<file path="config.mk">
export PLATFORM = sky130hd
export DESIGN_NAME = registers_bank_controller_flat
export DESIGN_NICKNAME = d
export VERILOG_FILES = /design/src/rtl/registers_bank_controller_pkg.sv /design/src/rtl/registers_bank_controller_if.sv /design/src/rtl/registers_bank_controller_msg_channel_counter.sv /design/src/rtl/registers_bank_controller.sv /design/src/flat_wrapper.sv
export SDC_FILE = /design/constraint.sdc
export NUM_CORES = 1
export LEC_CHECK = 0
export BUFFER_PORTS_ARGS = -buffer_cell sky130_fd_sc_hd__buf_4
export CORE_MARGIN = 1
export CORE_UTILIZATION = 30
export CTS_CLUSTER_DIAMETER = 50
export DETAILED_ROUTE_END_ITERATION = 10
export HOLD_SLACK_MARGIN = 0.12
export PLACE_DENSITY_LB_ADDON = 0.25
export SYNTH_ARGS = -nofsm -noshare
export SYNTH_HDL_FRONTEND = slang
export SYNTH_SLANG_ARGS = --single-unit
</file>
<file path="constraint.sdc">
create_clock -name clk -period 4.7 [get_ports clk]
set_input_delay 0.235 -clock clk [delete_from_list [all_inputs] [get_ports clk]]
set_output_delay 0.235 -clock clk [all_outputs]
set_load 0.03 [all_outputs]
</file>
<file path="src/rtl/registers_bank_controller_pkg.sv">
// Shared register-map offsets and CTRL bit positions for the message-counter
// register bank.
package registers_bank_pkg;

  localparam int unsigned OFF_ID       = 32'd0;
  localparam int unsigned OFF_CTRL     = 32'd1;
  localparam int unsigned OFF_SCRATCH  = 32'd2;
  localparam int unsigned OFF_CLEAR    = 32'd3;
  localparam int unsigned OFF_OVF      = 32'd4;
  localparam int unsigned OFF_CNT_BASE = 32'd16;

  localparam int CTRL_EN  = 32'd0;
  localparam int CTRL_COR = 32'd1;

  localparam logic [1:0]  CTRL_RESET     = 2'b01;
  localparam logic [31:0] UNMAPPED_RDATA = 32'd0;

endpackage

</file>
<file path="src/rtl/registers_bank_controller_if.sv">
// Avalon-MM register-bus bundle: fixed read latency of one cycle, no waitrequest.
interface avalon_mm_if #(
  parameter int ADDR_W = 16,
  parameter int DATA_W = 32
) ();

  logic [ADDR_W-1:0] address;
  logic              read;
  logic              write;
  logic [DATA_W-1:0] writedata;
  logic [DATA_W-1:0] readdata;
  logic              readdatavalid;

  modport master (
    output address, read, write, writedata,
    input  readdata, readdatavalid
  );

  modport slave (
    input  address, read, write, writedata,
    output readdata, readdatavalid
  );

endinterface

</file>
<file path="src/rtl/registers_bank_controller_msg_channel_counter.sv">
// One message-arrival counter: clear beats clear-on-read, which beats increment;
// wraps or saturates at all-ones and flags the event with ovf_pulse.
module msg_channel_counter #(
  parameter int unsigned CNT_W    = 32,
  parameter int unsigned SATURATE = 0
) (
  input  logic             clk,
  input  logic             rst_n,
  input  logic             inc,
  input  logic             clr,
  input  logic             cor_rd,
  output logic [CNT_W-1:0] count,
  output logic             ovf_pulse
);

  localparam logic [CNT_W-1:0] CNT_MAX = '1;

  logic [CNT_W-1:0] count_r;
  logic [CNT_W-1:0] next_s;
  logic             at_max_s;

  // Next-count selection and overflow detection
  always_comb begin
    at_max_s  = (count_r == CNT_MAX);
    ovf_pulse = inc & ~clr & ~cor_rd & at_max_s;
    if (clr) begin
      next_s = '0;
    end else if (cor_rd) begin
      // A read that clears still counts an arrival seen in the same cycle
      next_s = CNT_W'(inc);
    end else if (inc) begin
      if (at_max_s) begin
        next_s = (SATURATE != 32'd0) ? CNT_MAX : '0;
      end else begin
        next_s = count_r + CNT_W'(1'b1);
      end
    end else begin
      next_s = count_r;
    end
  end

  // Count register
  always_ff @(posedge clk) begin
    if (!rst_n) begin
      count_r <= '0;
    end else begin
      count_r <= next_s;
    end
  end

  assign count = count_r;

endmodule

</file>
<file path="src/rtl/registers_bank_controller.sv">
// Avalon-MM register slave: per-channel arrival counters plus ID, CTRL, SCRATCH,
// bulk CLEAR and sticky OVF registers behind a relocatable address window.
module registers_bank_controller
  import registers_bank_pkg::*;
#(
  parameter int unsigned ADDR_BASE = 32'd0,
  parameter int unsigned NUM_CH    = 32'd4,
  parameter int unsigned CNT_W     = 32'd32,
  parameter int unsigned DATA_W    = 32'd32,
  parameter int unsigned SATURATE  = 32'd0,
  parameter logic [31:0] VERSION   = 32'h0001_0000
) (
  input  logic              clk,
  input  logic              rst_n,
  input  logic [NUM_CH-1:0] msg_enter,
  avalon_mm_if.slave        reg_mm
);

  logic [31:0]       addr_s;
  logic [31:0]       off_s;
  logic              in_win_s;
  logic              rd_s;
  logic              wr_s;
  logic [1:0]        ctrl_r;
  logic [DATA_W-1:0] scratch_r;
  logic [DATA_W-1:0] rdata_r;
  logic [DATA_W-1:0] rmux_s;
  logic              rvalid_r;
  logic [NUM_CH-1:0] ovf_r;
  logic [NUM_CH-1:0] ovf_pulse_s;
  logic [NUM_CH-1:0] clr_s;
  logic [NUM_CH-1:0] w1c_s;
  logic [NUM_CH-1:0] cor_rd_s;
  logic [NUM_CH-1:0] inc_s;
  logic [CNT_W-1:0]  cnt_s [NUM_CH];

  // Window decode and per-channel strobes
  always_comb begin
    addr_s   = 32'(reg_mm.address);
    off_s    = addr_s - ADDR_BASE;
    in_win_s = (addr_s >= ADDR_BASE) && (off_s < (OFF_CNT_BASE + NUM_CH));
    rd_s     = reg_mm.read  & in_win_s;
    wr_s     = reg_mm.write & in_win_s;
    if (wr_s && (off_s == OFF_CLEAR)) begin
      clr_s = reg_mm.writedata[NUM_CH-1:0];
    end else begin
      clr_s = '0;
    end
    if (wr_s && (off_s == OFF_OVF)) begin
      w1c_s = reg_mm.writedata[NUM_CH-1:0];
    end else begin
      w1c_s = '0;
    end
    inc_s = msg_enter & {NUM_CH{ctrl_r[CTRL_EN]}};
    for (int i = 0; i < NUM_CH; i++) begin
      cor_rd_s[i] = rd_s & ctrl_r[CTRL_COR] & (off_s == (OFF_CNT_BASE + 32'(i)));
    end
  end

  for (genvar g = 0; g < NUM_CH; g++) begin : g_ch
    msg_channel_counter #(
      .CNT_W    (CNT_W),
      .SATURATE (SATURATE)
    ) u_cnt (
      .clk       (clk),
      .rst_n     (rst_n),
      .inc       (inc_s[g]),
      .clr       (clr_s[g]),
      .cor_rd    (cor_rd_s[g]),
      .count     (cnt_s[g]),
      .ovf_pulse (ovf_pulse_s[g])
    );
  end

  // Read-data multiplexer, sampled from pre-write register state
  always_comb begin
    rmux_s = DATA_W'(UNMAPPED_RDATA);
    case (off_s)
      OFF_ID:      rmux_s = DATA_W'(VERSION);
      OFF_CTRL:    rmux_s = DATA_W'(ctrl_r);
      OFF_SCRATCH: rmux_s = scratch_r;
      OFF_CLEAR:   rmux_s = DATA_W'(UNMAPPED_RDATA);
      OFF_OVF:     rmux_s = DATA_W'(ovf_r);
      default: begin
        for (int i = 0; i < NUM_CH; i++) begin
          rmux_s = (off_s == (OFF_CNT_BASE + 32'(i))) ? DATA_W'(cnt_s[i]) : rmux_s;
        end
      end
    endcase
  end

  // Control/status registers and the one-cycle read response pipeline
  always_ff @(posedge clk) begin
    if (!rst_n) begin
      ctrl_r    <= CTRL_RESET;
      scratch_r <= '0;
      ovf_r     <= '0;
      rdata_r   <= '0;
      rvalid_r  <= 1'b0;
    end else begin
      rvalid_r <= rd_s;
      rdata_r  <= rd_s ? rmux_s : '0;
      if (wr_s && (off_s == OFF_CTRL)) begin
        ctrl_r <= reg_mm.writedata[1:0];
      end
      if (wr_s && (off_s == OFF_SCRATCH)) begin
        scratch_r <= reg_mm.writedata;
      end
      // A new overflow wins over a simultaneous write-1-to-clear
      ovf_r <= (ovf_r & ~w1c_s) | ovf_pulse_s;
    end
  end

  assign reg_mm.readdata      = rdata_r;
  assign reg_mm.readdatavalid = rvalid_r;

endmodule

</file>
<file path="src/flat_wrapper.sv">
// flat-port wrapper written by rule: the top's interface ports become plain ports
module registers_bank_controller_flat import registers_bank_pkg::*;
#(
  parameter int unsigned ADDR_BASE = 32'd0,
  parameter int unsigned NUM_CH    = 32'd4,
  parameter int unsigned CNT_W     = 32'd32,
  parameter int unsigned DATA_W    = 32'd32,
  parameter int unsigned SATURATE  = 32'd0,
  parameter logic [31:0] VERSION   = 32'h0001_0000
)
  (clk, rst_n, msg_enter, reg_mm_address, reg_mm_read, reg_mm_write, reg_mm_writedata, reg_mm_readdata, reg_mm_readdatavalid);
  avalon_mm_if #(.ADDR_W(16), .DATA_W(DATA_W)) reg_mm_i ();
  input  logic clk;
  input  logic rst_n;
  input  logic [NUM_CH-1:0] msg_enter;
  input wire logic [$bits(reg_mm_i.address)-1:0] reg_mm_address;
  input wire logic [$bits(reg_mm_i.read)-1:0] reg_mm_read;
  input wire logic [$bits(reg_mm_i.write)-1:0] reg_mm_write;
  input wire logic [$bits(reg_mm_i.writedata)-1:0] reg_mm_writedata;
  output wire logic [$bits(reg_mm_i.readdata)-1:0] reg_mm_readdata;
  output wire logic [$bits(reg_mm_i.readdatavalid)-1:0] reg_mm_readdatavalid;
  assign reg_mm_i.address = reg_mm_address;
  assign reg_mm_i.read = reg_mm_read;
  assign reg_mm_i.write = reg_mm_write;
  assign reg_mm_i.writedata = reg_mm_writedata;
  assign reg_mm_readdata = reg_mm_i.readdata;
  assign reg_mm_readdatavalid = reg_mm_i.readdatavalid;
  registers_bank_controller #(.ADDR_BASE(ADDR_BASE), .NUM_CH(NUM_CH), .CNT_W(CNT_W), .DATA_W(DATA_W), .SATURATE(SATURATE), .VERSION(VERSION)) u_core (.clk(clk), .rst_n(rst_n), .msg_enter(msg_enter), .reg_mm(reg_mm_i));
endmodule
</file>
==> results of run 1 <==
-- sequential cells by signal, indices dropped and copies added (netlist names) --
register / cells
u_core.ctrl_r: 2
u_core.g_ch.u_cnt.count: 128
u_core.ovf_r: 4
u_core.reg_mm.readdata: 32
u_core.reg_mm.readdatavalid: 1
u_core.scratch_r: 32
-- kinds of logic after synthesis --
logic type / count (synthesis) / synth area share
AND/OR/NAND/NOR: 621 / 0.318
flip-flops: 199 / 0.420
XOR/XNOR: 106 / 0.0978
buffers and inverters: 78 / 0.0333
AO/OA/AOI/OAI: 196 / 0.122
multiplexers: 3 / 0.00395
adder cells (fa/ha/maj): 4 / 0.00527
-- synthesized netlist by cell type, types with 15 or more instances --
library cell,n
o21ai_0,33
xnor2_1,27
dfxtp_1,199
clkbuf_1,53
or3_1,28
and4_1,22
nand4_1,62
nor4_1,15
and3_1,24
a21oi_1,99
nor2_1,179
nand2_1,175
xor2_1,79
o31ai_1,17
nand3_1,68
-- through the flow --
stage	setup WS [ps]	std cells	power (mW)	instance area [µm²]	util
detailed placement	1460	1643	1.86	10500	0.341
finish	1500	1712	3.50	11600	0.375
floorplan	2310	1207	1.80	9490	-
CTS	1500	1712	3.54	11600	0.375
global placement	1470	1643	1.86	10500	0.341
global route	1350	1712	3.62	11600	0.375
-- critical path: stages --
cell and delay [ps]:
dlygate4sd3_1 540, buf_4 130, or4_1 560, or4_1 620
buf_4 280, or3_4 390, nand4_2 520, o21ba_2 250
-- final cells by class --
class                      count  area [µm²]  share of cell area
multi-input combinational    930        5200               0.450
clock inverter                12         210              0.0182
tap                          396         495              0.0429
clock buffer                  19         443              0.0383
timing repair buffer         144        1180               0.102
sequential                   199        3980               0.345
inverter                      12        45.0             0.00390
-- layer usage --
| layer | part of all wire | vias to the layer above | routed length (µm) | track usage |
|---|---|---|---|---|
| met2 | 0.47 | 196 | 13000 | 0.285 |
| met3 | 0.040 | 31 | 1100 | 0.0288 |
| li1 | - | 4427 | - | - |
| met4 | 0.020 | 0 | 556 | 0.0548 |
| met5 | 0 | - | 0 | 0 |
| met1 | 0.47 | 4182 | 13000 | 0.228 |
-- worst max-delay path by stage --
stage / start / endpoint / slack, ps
after floorplan: reg_mm_address[5] / u_core.g_ch[3].u_cnt.count[23]$_SDFFE_PP0P_ / 2310
after global placement: reg_mm_address[8] / u_core.reg_mm.readdata[9]$_SDFF_PN0_ / 1470
after detailed placement: reg_mm_address[8] / u_core.reg_mm.readdata[9]$_SDFF_PN0_ / 1460
after CTS: reg_mm_address[13] / u_core.reg_mm.readdata[9]$_SDFF_PN0_ / 1500
after global routing: reg_mm_address[13] / u_core.g_ch[0].u_cnt.count[22]$_SDFFE_PP0P_ / 1350
final: reg_mm_address[13] / u_core.g_ch[3].u_cnt.count[25]$_SDFFE_PP0P_ / 1500
-- power groups by stage --
stage	logic (mW)	registers, mW	clock network (mW)
after global placement	0.127	1.74	0
after detailed placement	0.127	1.74	0
after global routing	0.167	1.70	1.76
after CTS	0.152	1.70	1.69
after floorplan	0.0657	1.73	0
final	0.152	1.70	1.65
==> flow_summary_export.csv, run 1 <==
group,metric,value,unit
placed_design,gp_congestion,0.880,
floorplan,fp.dieW,180,µm
setup_path,critical_path.endpoint_type,"flop",
finish,fillCellCount,3166,
min_path,hp-start,"reg_mm_address[9]",
pwr,internal_power,2.73,mW
timing,rsz0062_at_grt,"no",
global_routing,grt-ovfl-total,0,
setup_path,start_kind,"input port",
timing,post-route-period-util,0.682,
clock_network,cts_sinks,199,
global_routing,antenna_found_initial,0,
floorplan,die_y,180,µm
finish,area_delta_synth_final,21.7,%
outcome,violations,"design-rule violations",
setup_path,rrSetupSlack,1950,ps
min_path,hold_depth,4,
synth,syn_nets,1267,
global_routing,track_usage,0.173,
routing,vias_per_cell,5.16,
clock_network,cts_tree,"done",
finish,fin_nets,1364,
timing,period_needed,3200,ps
routing,drc_errors,8,
synth,synth-edff-count,0,
setup_path,rr_startpoint,"u_core.ctrl_r[0]$_SDFFE_PN1P_",
synth,synthesis.area,9490,µm²
outcome,outcome,"finished, violations left",
timing,slew_headroom,0.175,
routing,firstDrtPassIters,8,
floorplan,coreArea,30800,µm²
min_path,min_to,"u_core.reg_mm.readdatavalid$_SDFF_PN0_",
setup_path,crit_type,"in2reg",
pwr,p_sw,0.768,mW
setup_path,required,5030,ps
clock_network,cts_resized,0,
synth,synth_top_area_frac,0.420,
clock_network,postCtsSetupRepairBufs,0,
placed_design,dp_hpwl,20000,µm
floorplan,start_util,0.308,
synth,ys_seq_area_frac,0.420,
synth,synth_cells,1207,
finish,diodes,0,
setup_path,cp_max_fo,33,
floorplan,io_pins,89,
clock_network,cts_max_path_buffers,2,
pwr,powerDensity,303,nW/µm²
floorplan,die_area,32400,µm²
placed_design,portBuffers,88,
finish,final_common_cell,"dfxtp_1",
clock_network,htreeDepth,4,
synth,synth_area_per_cell,7.86,µm²
finish,layout-drive-gt1-share,0.114,
timing,max_freq,312,MHz
synth,ys_ff_latch,199,
timing,fin_hold_ws,146,ps
routing,wire_per_inst,16.1,µm
setup_path,r2r_end,"u_core.g_ch[3].u_cnt.count[25]$_SDFFE_PP0P_",
global_routing,grt_pass1_vias,8326,
pwr,vdd_drop_max,210,µV
global_routing,grt_first_pass_wirelength,44700,µm
synth,yosysWarnings,0,
synth,synth_largest_area_cell,"dfxtp_1",
timing,setup_tns,0,ps
global_routing,grt_max_degree,71,
synth,synth_cell_types,54,
synth,ys.flop_type,"dfxtp_1",
floorplan,rows,64,
clock_network,numCtsBuffers,17,
pwr,leakagePower,4.19,nW
clock_network,hold_buffers,38,
routing,ant_nets,0,
clock_network,clk_pin_slew,70,ps
synth,synthTopCellsByArea,"dfxtp_1, xor2_1, nor2_1",
timing,finalSetupViolations,0,
clock_network,clock_latency,440,ps
setup_path,arrival,3540,ps
synth,synthArstFlopShare,0,
routing,drt_iter0_markers,645,
pwr,pwr-share-seq,0.485,
finish,layout_common_cells,"dfxtp_1, nor2_1, nand2_1",
pwr,sw_frac_of_total,0.220,
routing,vias,8836,
timing,slew_viol_final,0,
setup_path,rr_worst_depth,6,
routing,wl,27600,µm
clock_network,cts-root-buf,"clkbuf_16",
timing,worst_slew_pin_slew,1220,ps
timing,hold_viol,0,
min_path,hp-class,"in2reg",
timing,fin_skew,13.1,ps
pwr,clockPowerShare,0.471,
job,maxCapViolCount,0,
pwr,power_frac_comb,0.043,
Power figures use the tool's default switching activity.
==> run 2, diff against run 1 <==
- ABC_AREA: not set -> 1
- clock period: 4.7 -> 2.9 ns (I/O delays scaled with it)
==> flow_summary_export.csv, run 2 <==
group,metric,value,unit
outcome,outcome,"complete, no violations",
finish,diodes,0,
clock_network,clock_latency,460,ps
clock_network,clk_pin_slew,80,ps
synth,yosys-top-cells-count,"nand2_1, nor2_1, inv_1",
timing,finalSetupViolations,0,
floorplan,die_y,198,µm
finish,largest_reg_flops,128,
synth,synthesis.area,11500,µm²
routing,firstDrtPassIters,6,
clock_network,numCtsBuffers,17,
pwr,leakagePower,4.91,nW
job,maxCapViolCount,0,
finish,layout_common_cells,"nand2_1, nor2_1, inv_1",
setup_path,cp_cell_sequence,"nand2_1 -> nor2_1 -> nand3b_1 -> nor3_1 -> nand3_1 -> nand2_1 -> nor2_1",
synth,synth_area_per_cell,6.17,µm²
min_path,hp-class,"in2reg",
global_routing,grt-ovfl-total,0,
setup_path,crit_type,"reg2reg",
finish,area_delta_synth_final,19.1,%
routing,wire_per_inst,15.7,µm
synth,syn_nets,1926,
setup_path,critical_path.endpoint_type,"flop",
routing,drt-met1-wl,17600,µm
synth,synth.most_common_cell,"nand2_1",
timing,slew_viol_final,0,
setup_path,start_kind,"flop",
timing,period_needed,2400,ps
placed_design,portBuffers,88,
pwr,vdd_drop_max,373,µV
setup_path,rrSetupSlack,500,ps
synth,synth-edff-count,0,
routing,ant_nets,0,
timing,hold_viol,0,
timing,rsz0062_at_grt,"no",
floorplan,start_util,0.306,
floorplan,io_pins,89,
clock_network,cts_max_path_buffers,2,
finish,layout-drive-gt1-share,0.0894,
clock_network,cts-root-buf,"clkbuf_16",
finish,fillCellCount,4221,
finish,final_common_cell,"nand2_1",
setup_path,slowest_stage,"dfxtp_2",
finish,fin_nets,2039,
routing,wl,39400,µm
finish,post-route-util,0.364,
synth,synth_cells,1866,
timing,slew_headroom,0.456,
synth,ys_seq_area_frac,0.346,
placed_design,dp_hpwl,30800,µm
setup_path,required,3220,ps
routing,top_layer,"met4",
synth,synth_largest_area_cell,"dfxtp_1",
synth,synthTopCellsByArea,"dfxtp_1, nand2_1, nor2_1",
timing,fin_skew,14.4,ps
routing,wl_met2,18000,µm
timing,worst_slew_pin_slew,809,ps
synth,yosysWarnings,0,
synth,synthArstFlopShare,0,
routing,drt_iter0_markers,805,
timing,max_freq,417,MHz
timing,setup_tns,0,ps
routing,vias_per_cell,4.78,
synth,synth_top_area_frac,0.346,
clock_network,htreeDepth,4,
synth,ys.flop_type,"dfxtp_1",
setup_path,cp_max_fo,13,
floorplan,die_area,39200,µm²
synth,synth_cell_types,37,
floorplan,coreArea,37700,µm²
global_routing,grt_max_degree,51,
global_routing,grt_pass1_vias,11400,
setup_path,critPathMaxStageDelay,580,ps
clock_network,cts_sinks,199,
clock_network,cts_tree,"done",
routing,vias,12000,
global_routing,grt_first_pass_wirelength,61100,µm
timing,post-route-period-util,0.828,
routing,drc_errors,0,
routing,dr_wl_met3,2620,µm
setup_path,arrival,2720,ps
global_routing,antenna_found_initial,0,
global_routing,track_usage,0.204,
setup_path,critical_path.top_delay_family,"simple AND/OR/NAND/NOR gates",
pwr,powerDensity,402,nW/µm²
floorplan,fp.dieW,198,µm
floorplan,rows,71,
synth,ys_ff_latch,199,
placed_design,gp_congestion,1.00,
setup_path,crit_buf_inv,0,
## run 2: changes by cell type in the layout (fill, tap and decap cells not counted), moves of 21 or more
cell / before / now
nor3_1: 11 / 61
a21oi_1: 99 / 62
or3_1: 28 / 0
nand3_1: 68 / 90
nand2_1: 175 / 468
a211oi_1: 13 / 34
inv_1: 11 / 232
and4_1: 22 / 0
nor2_1: 179 / 435
## run 2: area by class of cell
class	count	area [µm²]	area share
timing repair buffer	145	1180	0.0862
tap	511	639	0.0466
multi-input combinational	1377	6410	0.467
sequential	199	3990	0.291
clock inverter	11	131	0.00958
inverter	239	897	0.0654
clock buffer	20	467	0.0340
## run 2: worst paths after layout
path	startpoint	endpoint	cells past startpoint
worst max-delay path	u_core.ctrl_r[0]$_SDFFE_PN1P_	u_core.g_ch[0].u_cnt.count[19]$_SDFFE_PP0P_	7
worst min-delay path	reg_mm_address[0]	u_core.reg_mm.readdata[16]$_SDFF_PN0_	4
worst max register to register	u_core.ctrl_r[0]$_SDFFE_PN1P_	u_core.g_ch[0].u_cnt.count[19]$_SDFFE_PP0P_	7
worst min register to register	u_core.scratch_r[10]$_SDFFE_PN0P_	u_core.scratch_r[10]$_SDFFE_PN0P_	2
## run 2: power by group
group          leakage [nW]  internal [mW]  total, mW  switching [mW]
registers              1.60           2.74       2.75          0.0154
clock network         0.294           1.29       2.50            1.21
logic                  3.01          0.111      0.261           0.149
total                  4.91           4.14       5.52            1.37
## run 2: layer usage
| layer | track usage | vias to the layer above |
|---|---|---|
| met2 | 0.331 | 297 |
| met3 | 0.0468 | 55 |
| li1 | - | 6090 |
| met4 | 0.0764 | 0 |
| met1 | 0.261 | 5508 |
| met5 | 0 | - |
## run 2: kinds of logic (layout without fill, tap and decap cells)
family,count (synthesis),count (layout),synth area share
buffers and inverters,290,415,0.0975
AO/OA/AOI/OAI,139,139,0.0701
AND/OR/NAND/NOR,1159,1159,0.425
flip-flops,199,199,0.346
adder cells (fa/ha/maj),4,4,0.00435
XOR/XNOR,75,75,0.0571
## run 2: per-stage QoR
| stage | hold slack (ps) | area [µm²] | instances | power (mW) | setup slack (ps) |
|---|---|---|---|---|---|
| after floorplan | 321 | 11500 | 1866 | 2.92 | 1150 |
| after global placement | 423 | 12700 | 2434 | 3.04 | 220 |
| after detailed placement | 432 | 12700 | 2434 | 3.04 | 216 |
| after CTS | 153 | 13700 | 2502 | 5.57 | 195 |
| after global routing | 159 | 13700 | 2502 | 5.71 | 316 |
| final | 171 | 13700 | 2502 | 5.52 | 500 |
## run 2: what timing repair did
action	4_1_cts	5_1_grt
endpoints found under the setup margin	0	11
buffers inserted	0	0
hold buffers	37	0
resized for setup	0	1
endpoints found under the hold margin	44	0
## run 2: worst register-to-register path, delay by kind of cell (launching register included)
kind,cells,cell delay [ps]
DFF,1,580
and+or+nand+nor,7,1690
==> run 3, diff against run 2 <==
- clock period: 2.9 -> 2.3 ns (I/O delays scaled with it)
==> flow_summary_export.csv, run 3 (synthesis results as in run 2) <==
group,metric,value,unit
timing,setup_tns,0,ps
clock_network,cts-root-buf,"clkbuf_16",
timing,period_needed,2050,ps
floorplan,start_util,0.306,
pwr,finalPower,6.93,mW
finish,area_delta_synth_final,21.4,%
clock_network,cts_max_path_buffers,2,
pwr,leakagePower,5.05,nW
floorplan,die_area,39200,µm²
setup_path,arrival,2450,ps
timing,slew_viol_final,0,
setup_path,critPathMaxStageDelay,490,ps
placed_design,dp_hpwl,31600,µm
timing,rsz0062_at_grt,"no",
clock_network,clock_latency,460,ps
routing,firstDrtPassIters,7,
job,maxCapViolCount,0,
global_routing,grt-ovfl-total,0,
clock_network,numCtsBuffers,17,
timing,post-route-period-util,0.892,
routing,drt_iter0_markers,912,
timing,hold_viol,0,
setup_path,start_kind,"flop",
finish,layout-drive-gt1-share,0.101,
clock_network,cts_sinks,199,
routing,wl,40100,µm
routing,drc_errors,0,
pwr,vdd_drop_max,477,µV
finish,layout_common_cells,"nand2_1, nor2_1, inv_1",
floorplan,rows,71,
placed_design,portBuffers,88,
placed_design,gp_congestion,1.08,
outcome,outcome,"complete, no violations",
global_routing,grt_pass1_vias,11600,
timing,max_freq,487,MHz
timing,finalSetupViolations,0,
timing,worst_slew_pin_slew,584,ps
setup_path,critical_path.endpoint_type,"flop",
finish,fillCellCount,4191,
setup_path,crit_type,"reg2reg",
finish,fin_nets,2063,
clock_network,cts_tree,"done",
floorplan,die_y,198,µm
routing,vias,12000,
timing,fin_skew,26.2,ps
setup_path,slowest_stage,"dfxtp_2",
routing,wire_per_inst,15.9,µm
finish,diodes,0,
pwr,powerDensity,496,nW/µm²
setup_path,cp_max_fo,9,
finish,largest_reg_flops,128,
floorplan,fp.dieW,198,µm
finish,final_common_cell,"nand2_1",
global_routing,antenna_found_initial,0,
timing,slew_headroom,0.608,
global_routing,grt_max_degree,51,
global_routing,grt_first_pass_wirelength,62900,µm
clock_network,clk_pin_slew,80,ps
routing,vias_per_cell,4.74,
clock_network,htreeDepth,4,
setup_path,required,2700,ps
min_path,hp-class,"in2reg",
floorplan,io_pins,89,
routing,ant_nets,0,
global_routing,track_usage,0.209,
clock_network,postCtsSetupRepairBufs,0,
floorplan,coreArea,37700,µm²
timing,fin_hold_ws,154,ps
setup_path,cp_cell_sequence,"nand2_1 -> nor2_1 -> nand3_1 -> nor2_1 -> nand2_1 -> inv_1 -> nand4_1 -> nor2_1 -> nand2_1 -> nand2_1",
setup_path,crit_top_cell,"nand2_1",
run 3: cell count changes in the layout (fill, tap and decap cells not counted), sizes merged:
cell,delta
dlygate4sd3,+3
clkinv,+3
clkbuf,-1
bufinv,-1
buf,+21
run 3: metrics by stage:
step	area (µm²)	utilization	setup WS (ps)	std cells
finish	14000	0.371	247	2527
global route	14000	0.371	30.4	2527
CTS	14000	0.371	18.4	2527
detailed placement	13000	0.344	9.80	2455
global placement	13000	0.344	73.8	2455
floorplan	11500	-	549	1866
run 3: where the power goes:
part	total, mW	switching (mW)	internal (mW)
combinational	0.369	0.204	0.165
sequential	3.47	0.0123	3.45
clock	3.09	1.60	1.49
total	6.93	1.81	5.11
run 3: what timing repair did:
action | in CTS | in global routing
hold endpoints to repair | 46 | 0
endpoints found under the setup margin | 0 | 22
gates resized for setup | 0 | 6
hold buffers | 40 | 0
run 3: layout make-up:
cell class	count	area, µm²	area share
Clock buffer	19	443	0.0317
Clock inverter	13	150	0.0107
Inverter	239	897	0.0642
Multi-Input combinational cell	1377	6420	0.459
Sequential cell	199	3990	0.285
Tap cell	511	639	0.0457
Timing Repair Buffer	169	1440	0.103
run 3: critical path: cells and delay by family (launching register included):
family | cells | cell delay [ps]
flip-flops | 1 | 490
buffers and inverters | 1 | 80
AND/OR/NAND/NOR | 9 | 1410
run 3: path summary, 6_finish.rpt:
kind | from | endpoint | slack [ps] | cells past startpoint
max reg2reg | u_core.ctrl_r[0]$_SDFFE_PN1P_ | u_core.ovf_r[0]$_SDFF_PN0_ | 250 | 10
min reg2reg | u_core.scratch_r[5]$_SDFFE_PN0P_ | u_core.scratch_r[5]$_SDFFE_PN0P_ | 460 | 2
max | u_core.ctrl_r[0]$_SDFFE_PN1P_ | u_core.ovf_r[0]$_SDFF_PN0_ | 250 | 10
min | msg_enter[0] | u_core.g_ch[0].u_cnt.count[14]$_SDFFE_PP0P_ | 150 | 4
run 3: metal layers:
layer	track usage	up-vias	share of wire
li1	-	6137	-
met5	0	-	0
met1	0.266	5556	0.46
met3	0.0448	36	0.054
met2	0.354	256	0.47
met4	0.0548	0	0.018
